## src/rtl/single_two_frac_power_scale.sv

```systemverilog
// single_two_frac_power_scale
// Completes the exp2 datapath. It takes the original operand a and
// p = 2^trunc(a) from the integer-power stage, evaluates 2^frac(a) with a
// Horner polynomial on one shared multiplier, and packs the two into 2^a.
// Valid/ready handshake on both sides; latency is fixed at 8 edges from accept.
// NTERMS is the polynomial degree; the coefficient ROM holds c1..c7, so
// NTERMS must lie between 2 and 7.

module single_two_frac_power_scale #(
  parameter int NTERMS = 7
) (
  input  logic        clk,
  input  logic        rstn,
  input  logic        in_valid,
  output logic        in_ready,
  input  logic [31:0] a,
  input  logic [31:0] p,
  output logic        out_valid,
  input  logic        out_ready,
  output logic [31:0] c
);

  typedef enum logic [2:0] {
    IDLE,
    EXTRACT,
    ITER,
    PACK,
    DONE
  } state_t;

  state_t      state;
  logic [31:0] a_q;
  logic [7:0]  p_exp;
  logic [23:0] g;
  logic [7:0]  eo;
  logic [24:0] acc;
  logic [2:0]  k;

  logic [7:0]  e_a;
  logic [23:0] s_a;
  logic [23:0] f_val;
  logic [48:0] prod;
  logic [25:0] y;
  logic [22:0] mant;
  logic        unused_p;

  // Only the exponent field of p carries information for this stage.
  assign unused_p = ^{p[31], p[22:0]};

  // Coefficient ROM: ck = ln2^k / k!, rounded to nearest Q0.24.
  function automatic logic [24:0] coef(input logic [2:0] idx);
    logic [24:0] v;
    case (idx)
      3'd1:    v = 25'd11629080;
      3'd2:    v = 25'd4030332;
      3'd3:    v = 25'd931204;
      3'd4:    v = 25'd161365;
      3'd5:    v = 25'd22370;
      3'd6:    v = 25'd2584;
      3'd7:    v = 25'd256;
      default: v = 25'd0;
    endcase
    return v;
  endfunction

  // Fractional part of the registered operand as Q0.24; denormals and
  // operands too large to have fraction bits both give zero.
  always_comb begin
    e_a   = a_q[30:23];
    s_a   = {1'b1, a_q[22:0]};
    f_val = '0;
    if (e_a == 8'd0 || e_a >= 8'd150) begin
      f_val = '0;
    end else if (e_a >= 8'd126) begin
      f_val = s_a << (e_a - 8'd126);
    end else begin
      f_val = s_a >> (8'd126 - e_a);
    end
  end

  // One 24x25 multiplier, shared by the Horner steps and the final pack.
  assign prod = {24'd0, acc} * {25'd0, g};

  // Final Q1.24 value of 2^G and its mantissa, saturated at the top end.
  always_comb begin
    y    = 26'h1000000 + {1'b0, prod[48:24]};
    mant = y[23:1];
    if (y >= 26'h2000000) begin
      mant = 23'h7FFFFF;
    end
  end

  // Control and datapath sequencing: accept, extract, iterate, pack, hand off.
  always_ff @(posedge clk or negedge rstn) begin
    if (!rstn) begin
      state     <= IDLE;
      in_ready  <= 1'b1;
      out_valid <= 1'b0;
      c         <= '0;
      a_q       <= '0;
      p_exp     <= '0;
      g         <= '0;
      eo        <= '0;
      acc       <= '0;
      k         <= '0;
    end else begin
      case (state)
        IDLE: begin
          if (in_valid && in_ready) begin
            a_q      <= a;
            p_exp    <= p[30:23];
            in_ready <= 1'b0;
            state    <= EXTRACT;
          end
        end
        EXTRACT: begin
          // Negative operands borrow one from the integer part so the
          // polynomial always sees a fraction in [0,1).
          if (!a_q[31] || f_val == 24'd0) begin
            g  <= f_val;
            eo <= p_exp;
          end else begin
            g  <= 24'd0 - f_val;
            eo <= p_exp - 8'd1;
          end
          acc   <= coef(3'(NTERMS));
          k     <= 3'(NTERMS - 1);
          state <= ITER;
        end
        ITER: begin
          acc <= coef(k) + prod[48:24];
          k   <= k - 3'd1;
          if (k == 3'd1) begin
            state <= PACK;
          end
        end
        PACK: begin
          if (p_exp == 8'd0) begin
            c <= '0;
          end else begin
            c <= {1'b0, eo, mant};
          end
          out_valid <= 1'b1;
          state     <= DONE;
        end
        DONE: begin
          if (out_ready) begin
            out_valid <= 1'b0;
            in_ready  <= 1'b1;
            state     <= IDLE;
          end
        end
        default: begin
          state <= IDLE;
        end
      endcase
    end
  end

endmodule
```

## config.mk

```make
export PLATFORM = sky130hd
export DESIGN_NAME = single_two_frac_power_scale
export DESIGN_NICKNAME = d
export VERILOG_FILES = /design/src/rtl/single_two_frac_power_scale.sv
export SDC_FILE = /design/constraint.sdc
export NUM_CORES = 2
export LEC_CHECK = 0
export BUFFER_PORTS_ARGS = -buffer_cell sky130_fd_sc_hd__buf_2
export CORE_MARGIN = 2
export CORE_UTILIZATION = 40
export CTS_BUF_LIST = sky130_fd_sc_hd__clkbuf_4
export CTS_CLUSTER_SIZE = 8
export DETAILED_ROUTE_END_ITERATION = 7
export HOLD_SLACK_MARGIN = 0.1
export PLACE_DENSITY_LB_ADDON = 0.1
export SETUP_SLACK_MARGIN = 0.3
export SYNTH_ARGS = -nofsm -noshare
export SYNTH_HDL_FRONTEND = slang
export SYNTH_SLANG_ARGS = --single-unit
export TNS_END_PERCENT = 100
```

## constraint.sdc

```tcl
create_clock -name clk -period 25 [get_ports clk]
set_input_delay 1.25 -clock clk [delete_from_list [all_inputs] [get_ports clk]]
set_output_delay 1.25 -clock clk [all_outputs]
set_load 0.01 [all_outputs]
```

## Word level (Yosys, flattened, before mapping)

Index checks and enable logic that the tools add are counted.

- Word-level logic and storage cells: 71
- Register bits: 137
- Output and inout bits: 34
- Input bits: 68

- Multiplexer cells: 19
- $add $sub $neg: 7
- Multiply operators: 1
- Reduce and logical (&&, ||, !) cells: 15
- Shift operators: 2
- Eq/ne operators: 14
- Magnitude comparators: 3

Operators by type and width:

| kind | count |
|---|---|
| $pmux 24 s7 | 1 |
| $mux 24 | 3 |
| $pmux 25 s2 | 1 |
| $mul 25x24->49 | 1 |
| $mux 31 | 1 |
| $add 25x25->26 const A | 1 |
| $ge 26x26->1 const B | 1 |
| $add 25x25->25 | 1 |
| $mux 25 | 1 |
| $logic_not 24->1 | 1 |
| $shl 24x8->24 | 1 |
| $shr 24x8->24 | 1 |
| $sub 1x24->24 const A | 1 |
| $mux 23 | 1 |
| $logic_not 8->1 | 2 |
| $eq 3x3->1 const B | 5 |
| $pmux 3 s5 | 1 |
| $eq 3x2->1 const B | 4 |
| $mux 3 | 3 |
| $ge 8x7->1 const B | 1 |
| $ge 8x8->1 const B | 1 |
| $mux 8 | 1 |
| $sub 7x8->8 const A | 1 |
| $sub 8x1->8 const B | 1 |
| other kinds (14) | 25 |

## Logic depth before layout (Yosys ltp)

- Depth after elaboration: 7
- Mapped depth: 40
- Mapped depth without buffers: 38

## Least setup slack after synthesis

OpenSTA, ideal clock, no wires.

- Kind: register to register
- From: reg g[3]
- To: reg acc[24]
- Library setup time: 122 ps
- Cell stages (with the launch flop): 39
- Buffers on the path: 2
- Slack: 16268 ps
- Data required time: 24878 ps
- Data arrival time: 8610 ps
- Clock period less this slack: 8732 ps
- Cell sequence: dfrtp_1 -> clkbuf_1 -> clkbuf_1 -> nand2_1 -> fa_1 -> inv_1 -> fa_1 -> inv_1 -> fa_1 -> fa_1 -> inv_1 -> fa_1 -> fa_1 -> inv_1 -> fa_1 -> inv_1 -> ha_1 -> a21oi_1 -> [3 not listed] -> o21ai_0 -> a21oi_1 -> o21ai_0 -> nand2b_1 -> xor2_1 -> ha_1 -> a21o_1 -> a21oi_1 -> nor2b_1 -> o31ai_1 -> a211o_1 -> o21ai_0 -> a31o_2 -> a21oi_1 -> o21a_1 -> nor3b_1 -> or3_1 -> a32o_1

- Word-level cells in the longest chain between the ends: 3

RTL lines:

| element | RTL line | text |
|---|---|---|
| start: declaration | 34 | `logic [23:0] g;` |
| start signal: assignment | 120 | `g <= f_val;` |
| start signal: assignment | 123 | `g <= 24'd0 - f_val;` |
| $mul 25x24->49 | 82 | `assign prod = {24'd0, acc} * {25'd0, g};` |
| $add 25x25->25 | 131 | `acc <= coef(k) + prod[48:24];` |
| $pmux 25 s2 | 107 | `case (state)` |
| end signal: assignment | 126 | `acc <= coef(3'(NTERMS));` |
| end signal: assignment | 131 |  |
| end: declaration | 36 | `logic [24:0] acc;` |

Every way passes these cells.
A chain may end at the register's enable or synchronous reset.

## Worst setup path after layout

- From: reg g[1]
- To: reg acc[24]

The elaborated chain is that of the path after synthesis.

==> run summary <==
Status -> completed
Worst slew margin -> 25.7%
Synth cell types -> 92
Slowest-stage cell, CP -> dfrtp_1
Core ar. -> 0.0728 mm2
IO Port Bufs -> 76
Crit Path Category -> reg -> reg
Gr ovfl total -> 0
Die width -> 275 um
Placed Cells -> 4172
GRT Resource Usage Total -> 24.2%
Synth async-reset ratio -> 100%
Lkg Pwr -> 15.4 nW
Yosys Warn Count -> 0
CP startpoint -> g[1]
GRT met1 Usage -> 33.8%
EDFF count, synth -> 0
Clock-pin slew on the worst setup and hold paths -> 0.14 ns
Initial antenna violation count -> 3
Die Height -> 275 um
1st-iter DRT viols -> 1494
Mapped Cells -> 3260
Vias in the first global route -> 24200
M2 GR Usage -> 40.5%
Via/cell ratio -> 5.34
Max-slew violations -> 0
Unrepaired setup endpoints after global routing -> no
Pin count of the biggest net entering global routing -> 80
Final min period -> 10.71 ns
Post-Syn Area -> 0.0294 mm2
Post-synthesis mux area share -> 6.02%
Adder-cell area share of the yosys netlist -> 43.1%
Clock latency on the worst-skew pair -> 0.63 ns
Fin Setup TNS -> 0 ns
Critical Path Max Stage Delay -> 1.01 ns
1st-pass router iterations -> 6
Startpoint type of the worst setup path -> flop
Crit-path max FO -> 25
Routed WL per cell -> 20.6 um
MaxCap Viol Count -> 0
Final Hold Slack -> 0.478 ns
CTS H-tree depth -> 4
Rows -> 99
CTS tree -> built
Area Growth Syn to Fin -> 5.56%
Synthesized Nets -> 4037
Slew of the pin with the lowest slew margin -> 1.11 ns
Final Hold Fails -> 0
Commonest non-fill, non-tap cell in the layout -> inv_1
Critical Path AT -> 11.22 ns
Worst reg2reg startpoint -> g[1]
Simple logic cell fraction of the synthesized area -> 17.5%
M3 GR Usage -> 2.19%
Nets -> 4009
Hpwl dp -> 67800 um
Crit. End Element -> flop
CTS Root Cell -> clkbuf_4
Largest family of logic cells by synthesized area -> adder cells
Post-Place Setup Slack -> 14.47 ns
Synthesized flop and latch total -> 136
Avg Inst Size Synth -> 9.01 um2
Final setup viols -> 0
Final Power -> 4.14 mW
Worst vdd ir -> 0.0940 mV
Io pins -> 102
Top Usage Layer GRT -> met2
Worst hold path type -> reg -> reg
Compound-Gate Fraction of Synth Area -> 8.74%
Clock Sinks -> 136
Synth top area share -> 34.4%
Clock buffer depth -> 2
DR vias -> 22500
Crit path top cell by count -> fa_1
Cts hold-fix bufs -> 0
Cts repair resizes -> 0
End of the critical path -> acc[24]
Power Density -> 134 mW/mm2
Share of cells above drive strength 1 -> 9.18%
Final ANT Viol Nets -> 0
Post-route cell area -> 0.0310 mm2
Global-route wire length before repair -> 141000 um
Reg-to-reg endpoint -> acc[24]
Die area -> 0.0756 mm2
Final Core Density -> 42.6%
Synth Flop Type -> dfrtp_1
Post-synthesis sequential area ratio -> 11.6%
R2R cell count -> 33
Synth area leader -> fa_1
Final Wtd Congestion -> 0.912
Most frequent cells in the layout -> inv_1 (586), fa_1 (504), nand2_1 (502), and2_1 (297), ha_1 (205)
Placed Area -> 0.0307 mm2
Reg-to-reg slack, setup -> 14.29 ns
# DRC -> 0
Fmax -> 0.0934 GHz
Routed wire length -> 86600 um
Required time of the critical path -> 25.51 ns
Final clock skew -> 0.0362 ns
Starting density of the core -> 40.3%
Area contributors post-synth -> fa_1 (34%), dfrtp_1 (12%), ha_1 (8.7%), inv_1 (7.5%), nand2_1 (6.4%)
Post-CTS Setup Bufs -> 0
Post-Synth XOR/XNOR Area -> 2.81%
Tcrit/Tclk final -> 42.8%
Num CTS Buffers -> 17
Post-Layout Cell Count -> 4206
Post-route setup slack -> 14.29 ns
[final cells by class]
| class | instances | area [um2] |
|---|---|---|
| Inverter | 587 | 2200 |
| Clock buffer | 18 | 135 |
| Clock inverter | 14 | 200 |
| Multi-Input combinational cell | 2351 | 23000 |
| Timing Repair Buffer | 139 | 860 |
| Fill cell | 7334 | 41800 |
| Tap cell | 959 | 1200 |
| Antenna cell | 2 | 5.00 |
| Sequential cell | 136 | 3410 |
[critical path: cells and delay by family (launching register included)]
kind / cells / cell delay [ns]
xor+xnor: 1 / 0.60
fa+ha+maj: 9 / 4.21
buf+inv: 2 / 0.10
flops: 1 / 1.01
simple gates: 6 / 0.96
compound gates: 15 / 3.72
[cells by family after synthesis]
kind of cell             count (synthesis)
adder cells (fa/ha/maj)                709
XOR/XNOR                                91
AO/OA/AOI/OAI                          395
buffers and inverters                  773
other                                    1
flip-flops                             136
multiplexers                           113
AND/OR/NAND/NOR                       1042
[registers in the layout, indices dropped and copies added, names as in the netlist]
signal,count
a_q,32
k,3
in_ready,1
p_exp,8
acc,25
c,31
out_valid,1
state,3
eo,8
g,24
[worst min-delay path by stage]
stage	start	to	slack, ns	cells past startpoint
2_1_floorplan	eo[2]	eo[2]	0.45	2
3_3_place_gp	c[11]	c[11]	0.45	2
3_5_place_dp	c[11]	c[11]	0.45	2
4_1_cts	c[6]	c[6]	0.49	2
5_1_grt	c[13]	c[13]	0.51	2
6_report	c[13]	c[13]	0.48	2
[synth_stat cells, types with 20 or more instances]
cell / n
a21oi_1: 81
dfrtp_1: 135
nor3_1: 21
inv_1: 586
nor2_1: 57
mux2_2: 49
nand2_1: 502
nand3_1: 27
ha_1: 205
and2_1: 297
fa_1: 504
clkbuf_1: 147
o21ai_0: 107
xor2_1: 29
nand4_1: 20
mux4_2: 42
xnor2_1: 59
a21o_1: 21
a31oi_1: 26
nor2b_1: 26
buf_2: 25
[report_power, final]
group,total (mW),internal (mW),switching (mW)
Clock,0.178,0.0813,0.0967
Sequential,0.464,0.297,0.167
Combinational,3.50,1.34,2.17
[metal layers]
layer  wire [um]  vias up  share of wire [%]
met5           0        -                  0
met2       41900      508                 48
met1       39400    11700                 46
met4        1950        0                2.3
li1            -    10200                  -
met3        3290      102                3.8
No activity file was read; power rests on OpenSTA's default activity.
